<file path="src/rtl/contador_pontos_n.sv">
// Saturating score counter driven by hit/miss edges, with a derived blocking-line count.
// Optional streak bonus enabled by defining CONTADOR_PONTOS_SEQUENCIA_EN.
module contador_pontos_n #(
    parameter int PONTOS_W   = 6,
    parameter int PONTOS_MAX = 32,
    parameter int PASSO      = 4,
    parameter int LINHAS_W   = 3,
    parameter int LINHAS_MAX = 7,
    parameter int SEQ_N      = 3
) (
    input  logic                clock,
    input  logic                reset,
    input  logic                enable,
    input  logic                acertou,
    input  logic                errou,
    input  logic                zera,
    output logic [PONTOS_W-1:0] pontos,
    output logic [LINHAS_W-1:0] linhas_bloq,
    output logic                linhas_sobe,
    output logic                linhas_desce,
    output logic                no_maximo,
    output logic                combo
);

    logic                acertou_q;
    logic                errou_q;
    logic [PONTOS_W-1:0] pontos_q;
    logic [PONTOS_W-1:0] pontos_d;
    logic [LINHAS_W-1:0] linhas_q;
    logic [LINHAS_W-1:0] linhas_d;
    logic                sobe_q;
    logic                desce_q;
    logic                hit_ev_s;
    logic                miss_ev_s;
    logic                hit_ok_s;
    logic                miss_ok_s;
    logic                cancel_s;
    logic [1:0]          inc_s;
    logic                combo_s;
    logic [PONTOS_W:0]   soma_s;
    logic [PONTOS_W-1:0] linhas_full_s;

    // Edge detection and qualification of the events by enable
    always_comb begin
        hit_ev_s  = acertou & ~acertou_q;
        miss_ev_s = errou & ~errou_q;
        hit_ok_s  = enable & hit_ev_s & ~miss_ev_s;
        miss_ok_s = enable & miss_ev_s & ~hit_ev_s;
        cancel_s  = enable & hit_ev_s & miss_ev_s;
    end

    // Next score: zera wins, then a sole hit (one bit wider to avoid wrap) or a sole miss
    always_comb begin
        soma_s   = {1'b0, pontos_q} + (PONTOS_W+1)'(inc_s);
        pontos_d = pontos_q;
        if (zera) begin
            pontos_d = '0;
        end else if (hit_ok_s) begin
            if (soma_s > (PONTOS_W+1)'(PONTOS_MAX)) begin
                pontos_d = PONTOS_W'(PONTOS_MAX);
            end else begin
                pontos_d = soma_s[PONTOS_W-1:0];
            end
        end else if (miss_ok_s && (pontos_q != '0)) begin
            pontos_d = pontos_q - PONTOS_W'(1);
        end else begin
            pontos_d = pontos_q;
        end
    end

    // Line count follows the registered score, clamped to LINHAS_MAX
    always_comb begin
        linhas_full_s = pontos_q / PONTOS_W'(PASSO);
        if (linhas_full_s > PONTOS_W'(LINHAS_MAX)) begin
            linhas_d = LINHAS_W'(LINHAS_MAX);
        end else begin
            linhas_d = LINHAS_W'(linhas_full_s);
        end
    end

`ifdef CONTADOR_PONTOS_SEQUENCIA_EN
    localparam int SEQ_W = $clog2(SEQ_N + 1);

    logic [SEQ_W-1:0] streak_q;
    logic [SEQ_W-1:0] streak_d;

    // Streak counts consecutive sole hits and saturates at SEQ_N
    always_comb begin
        streak_d = streak_q;
        if (zera || miss_ok_s || cancel_s) begin
            streak_d = '0;
        end else if (hit_ok_s && (streak_q != SEQ_W'(SEQ_N))) begin
            streak_d = streak_q + SEQ_W'(1);
        end else begin
            streak_d = streak_q;
        end
        combo_s = (streak_q == SEQ_W'(SEQ_N));
        inc_s   = combo_s ? 2'd2 : 2'd1;
    end

    // Streak register
    always_ff @(posedge clock or posedge reset) begin
        if (reset) begin
            streak_q <= '0;
        end else begin
            streak_q <= streak_d;
        end
    end
`else
    // Without the streak feature every hit is worth one point
    always_comb begin
        combo_s = 1'b0;
        inc_s   = 2'd1;
    end
`endif

    // Main state; edge samples reset high so a held input gives no event at release
    always_ff @(posedge clock or posedge reset) begin
        if (reset) begin
            acertou_q <= 1'b1;
            errou_q   <= 1'b1;
            pontos_q  <= '0;
            linhas_q  <= '0;
            sobe_q    <= 1'b0;
            desce_q   <= 1'b0;
        end else begin
            acertou_q <= acertou;
            errou_q   <= errou;
            pontos_q  <= pontos_d;
            linhas_q  <= linhas_d;
            sobe_q    <= (linhas_d > linhas_q);
            desce_q   <= (linhas_d < linhas_q);
        end
    end

    assign pontos       = pontos_q;
    assign linhas_bloq  = linhas_q;
    assign linhas_sobe  = sobe_q;
    assign linhas_desce = desce_q;
    assign no_maximo    = (pontos_q == PONTOS_W'(PONTOS_MAX));
    assign combo        = combo_s;

endmodule

</file>
<file path="config.mk">
export PLATFORM = sky130hd
export DESIGN_NAME = contador_pontos_n
export DESIGN_NICKNAME = d
export VERILOG_FILES = /design/src/rtl/contador_pontos_n.sv
export SDC_FILE = /design/constraint.sdc
export NUM_CORES = 1
export LEC_CHECK = 0
export CORE_ASPECT_RATIO = 1.2
export CORE_UTILIZATION = 45
export CTS_CLUSTER_DIAMETER = 100
export DETAILED_ROUTE_END_ITERATION = 7
export HOLD_SLACK_MARGIN = 0.05
export PLACE_DENSITY_LB_ADDON = 0.12
export SLEW_MARGIN = 10
export SYNTH_ARGS = -nofsm -noshare
export SYNTH_HDL_FRONTEND = slang
export SYNTH_SLANG_ARGS = --single-unit
</file>
<file path="constraint.sdc">
create_clock -name clock -period 1.6 [get_ports clock]
set_input_delay 0.16 -clock clock [delete_from_list [all_inputs] [get_ports clock]]
set_output_delay 0.16 -clock clock [all_outputs]
set_load 0.05 [all_outputs]
</file>
---- Word level (Yosys, flattened, before mapping) ----
Index checks and enable logic that the tools add are counted.
cells by class
  add/sub/neg operators ................... 2
  multiply operators ...................... 0
  divide/modulo/power cells ............... 0
  order comparisons ....................... 4
  eq/ne operators ......................... 1
  shifts and indexed selects .............. 0
  mux-type cells .......................... 5
  bitwise gates (word level) .............. 10
  reduce and logical (&&, ||, !) cells .... 3
operators with widths
  cell                   count
  $mux W6                4
  $add A6 B1 Y7 const B  1
  $gt A7 B6 Y1 const B   1
  $and A1 B1 Y1          6
  $eq A6 B6 Y1 const B   1
  $reduce_bool A6 Y1     1
  $sub A6 B1 Y6 const B  1
  $gt A4 B3 Y1 const B   1
  $not A1 Y1             4
  $gt A3 B3 Y1           1
  $lt A3 B3 Y1           1
  $mux W3                1
  $reduce_bool A3 Y1     1
  $logic_and A1 B1 Y1    1
word-level totals
  register bits after elaboration ......... 13
  latch bits .............................. 0
  RAM bits ................................ 0
  bits in read-only memories .............. 0
  input port bits ......................... 6
  output and inout port bits .............. 13
  word-level logic and storage cells ...... 31
  memories kept ........................... 0

---- Depth between registers and ports, before layout ----
  depth after elaboration ................. 8
  gate-level depth with buffers ........... 8
  gate-level depth less buffers ........... 7

---- Worst setup path before layout ----
No wires, ideal clock.
  path kind ............................... register -> output
  from .................................... reg pontos_q[0] (netlist: pontos[0])
  to ...................................... out no_maximo
  arrival time ............................ 2.085 ns
  required time ........................... 1.440 ns
  path slack .............................. -0.645 ns
  stages on the path, launching flop included .. 5
  path buffers ............................ 0
  cells stage by stage .................... dfrtp_1 inv_1 ha_1 nand2_1 nor3_1
on the way
  cells in the longest elaborated chain, start to end .. 1
RTL lines
  item                    RTL line  text
  start, declared         27        logic [PONTOS_W-1:0] pontos_q;
  start signal, assigned  129       pontos_q <= pontos_d;
  $eq A6 B6 Y1            140       assign no_maximo = (pontos_q == PONTOS_W'(PONTOS_MAX));
  end, declared           21        output logic no_maximo,
Every way passes these cells.

---- Worst setup path after layout ----
  from .................................... reg pontos_q[0] (netlist: pontos[0])
  to ...................................... reg pontos_q[5] (netlist: pontos[5])
on the way
  cells in the longest elaborated chain, start to end .. 5
  elaborated cells on any way between the ends .. 10
  those cells by class .................... add/sub (2); order compare (1); mux (4); reduce/logical (3)
RTL lines
  item           RTL line  text
  $add A6 B1 Y7  54        soma_s = {1'b0, pontos_q} + (PONTOS_W+1)'(inc_s);
  $gt A7 B6 Y1   59        if (soma_s > (PONTOS_W+1)'(PONTOS_MAX)) begin
  $mux W6        59
  $mux W6        58        end else if (hit_ok_s) begin
  $mux W6        56        if (zera) begin
Several ways; a longest one is shown, not always the timed one. The select of a mux whose other input is x is not followed.
A chain may end at the register's enable or synchronous reset.

==> run_results.csv <==
group,metric,value,unit
worst_setup_path,cp-start-kind,"flip-flop",
worst_setup_path,required,1.78,ns
sta,slew_violations,0,
finish,drive_above_1_share,0.561,
floorplanning,rows,17,
place,dp_cells,160,
job,maxCapViolCount,0,
yosys,synth_area,950,µm²
sta,setup_viol,7,
detailed_routing,totalWireLength,2.89,mm
yosys,synth-seq-area-share,0.345,
run_status,violations,"negative setup slack",
global_route,grt_pass1_wl,4.04,mm
detailed_routing,drtIter0Drc,45,
global_route,grt_max_degree,14,
power_and_ir_drop,p_per_area,1230,nW/µm²
place,gp_congestion,0.916,
yosys,syn_inst,108,
yosys,ys_async_sr_fraction,1.00,
detailed_routing,dr.pass1.iters,6,
floorplanning,die_x,43.9,µm
finish,n_antenna_cell,0,
finish,fillCellCount,109,
global_route,antenna_found_initial,0,
floorplanning,core_area,1910,µm²
detailed_routing,wl_per_cell,16.6,µm
worst_setup_path,worst-path-max-fanout,7,
sta,fin_worst_skew,0.0118,ns
finish,seq_area,340,µm²
detailed_routing,ant_nets,0,
cts,htree_levels,1,
floorplanning,initial_core_util,0.496,
cts,cts_root_buf,"clkbuf_4",
yosys,syn_area_per_cell,8.79,µm²
worst_setup_path,arrival,1.89,ns
worst_setup_path,r2r-start,"pontos[0]",
detailed_routing,drc,0,
cts,cts_tree,"built",
sta,setup_slack,-0.117,ns
worst_setup_path,timing_worst_setup_path_type,"reg -> reg",
global_route,overflow,0,
cts,cts_made_buffers,3,
worst_setup_path,r2r_end,"pontos[5]",
power_and_ir_drop,leakagePower,0.687,nW
floorplanning,ios,19,
cts,cts_sinks,13,
finish,finish.utilization,0.805,
worst_setup_path,regToRegSetupSlack,-0.12,ns
yosys,ys_ff_latch,13,
cts,clk_latency,0.28,ns
power_and_ir_drop,max-vdd-ir-drop,834,µV
floorplanning,fp.dieH,52.3,µm
detailed_routing,vias_per_cell,6.06,
detailed_routing,vias,1055,
sta,hold_viol_final,0,
cts,clk_pin_slew,0.09,ns
place,hpwl,1.90,mm
yosys,ys_types,43,
min_path,min_path_type,"in -> async",
run_status,outcome,"finished, violations left",
finish,fin_nets,168,
finish,syn2layout_area_growth,62.2,%
sta,finalSetupTns,-0.544,ns
global_route,grt_usage,0.249,
sta,worst_slew_pin_slew,0.504,ns
sta,clock.fmax,0.582,GHz
finish,fin_cells,174,
yosys,yosysWarnings,0,
finish,multi_input_area,667,µm²
sta,period_minus_slack,1.72,ns
global_route,grt_pass1_vias,964,
worst_setup_path,reg2reg_depth,7,
cts,clk_path_buf_depth,2,
yosys,synth_edf_count,0,
worst_setup_path,critPathLaunch,"pontos[0]",
place,pre_cts_slack,-0.287,ns
sta,slew_headroom,0.663,
worst_setup_path,end_kind,"flip-flop",
yosys,ys.flop_type,"dfrtp_1",
sta,grt_setup_unrepaired,"yes",
yosys,synthesis.nets,120,
floorplanning,die_area,2300,µm²
cts,cts_hold_buf,0,
place,port_buffers,17,
sta,post-route-period-util,1.07,
worst_setup_path,crit_path_end,"pontos[5]",
==> cell families after synthesis <==
logic type / after synthesis / share of synthesized area
other cells: 1 / 0.00395
compound gates: 29 / 0.249
flops: 13 / 0.345
fa+ha+maj: 6 / 0.0790
buf+inv: 20 / 0.109
simple gates: 39 / 0.213
==> cells in the mapped netlist (3+ instances only) <==
cell,instances,area share
nor2_1,4,0.016
nand2_1,11,0.043
and3_1,3,0.020
a21oi_1,5,0.026
nand3_1,4,0.021
ha_1,6,0.079
nand4_1,5,0.033
a21o_1,3,0.024
buf_2,5,0.026
dfrtp_1,11,0.29
inv_1,11,0.043
==> state kept, by name, indices dropped and copies added, names as in the netlist <==
signal / count
linhas_bloq: 3
linhas_desce: 1
acertou_q: 1
pontos: 6
linhas_sobe: 1
errou_q: 1
==> report_power, final <==
group          switching (W)  internal [W]  leakage [nW]  total, W
sequential         0.0000947      0.000418         0.155  0.000513
clock               0.000114     0.0000967        0.0150  0.000211
combinational       0.000657      0.000511         0.517   0.00117
total               0.000866       0.00103         0.687   0.00189
==> how the worst min path moves through the flow <==
stage,endpoint,slack (ns),cells past startpoint
global route,linhas_sobe,0.27,2
detailed placement,linhas_bloq[2],0.53,2
global placement,linhas_desce,0.51,2
CTS,linhas_desce,0.23,2
floorplan,linhas_bloq[0],0.04,1
finish,pontos[1],0.20,2
==> layout by cell type, fill, tap and decap left out, drive strengths merged, types with 2 or more instances in the layout <==
cell / n
clkbuf: 4
nor2: 5
dfrtp: 11
o21a: 2
and3: 3
nand2: 11
nand4: 5
o311ai: 2
inv: 11
a21o: 3
nor2b: 2
buf: 46
nand3: 4
o21ai: 5
a21oi: 5
clkdlybuf4s50: 6
dfstp: 2
or2: 3
ha: 6
==> final cells by class <==
cell class                 instances  share of cell area
inverter                          11              0.0301
timing repair buffer              52               0.284
sequential                        13               0.221
tap                               19              0.0154
multi-input combinational         75               0.433
clock buffer                       4              0.0171
==> metrics by stage <==
step	cell area, µm²	total power [W]	hold WS, ns
after floorplan	1030	0.00121	0.0353
after global placement	1320	0.00152	0.514
after detailed placement	1320	0.00153	0.532
after CTS	1420	0.00179	0.230
after global routing	1540	0.00199	0.274
final	1540	0.00189	0.200
==> critical path, cell delays in order, from the launching register on <==
cell and delay [ns]:
dfrtp_4 0.49, buf_4 0.13, and3_1 0.21, nand3_2 0.14, buf_4 0.17, nor2_1 0.14, nor2_1 0.08, a221oi_2 0.25
==> routing by layer <==
| metal | up-vias | share of wire | GRT usage |
|---|---|---|---|
| met5 | - | 0 | 0 |
| met4 | 0 | 0.064 | 0.192 |
| met3 | 21 | 0.050 | 0.0276 |
| met2 | 55 | 0.50 | 0.445 |
| met1 | 502 | 0.38 | 0.260 |
| li1 | 477 | - | - |
==> repair_timing <==
action	in CTS	in global routing
setup buffers	5	7
pin swaps	14	6
endpoints found under the setup margin	7	8
gates resized for setup	13	14
Note: power is estimated with default switching activity, not from simulation.
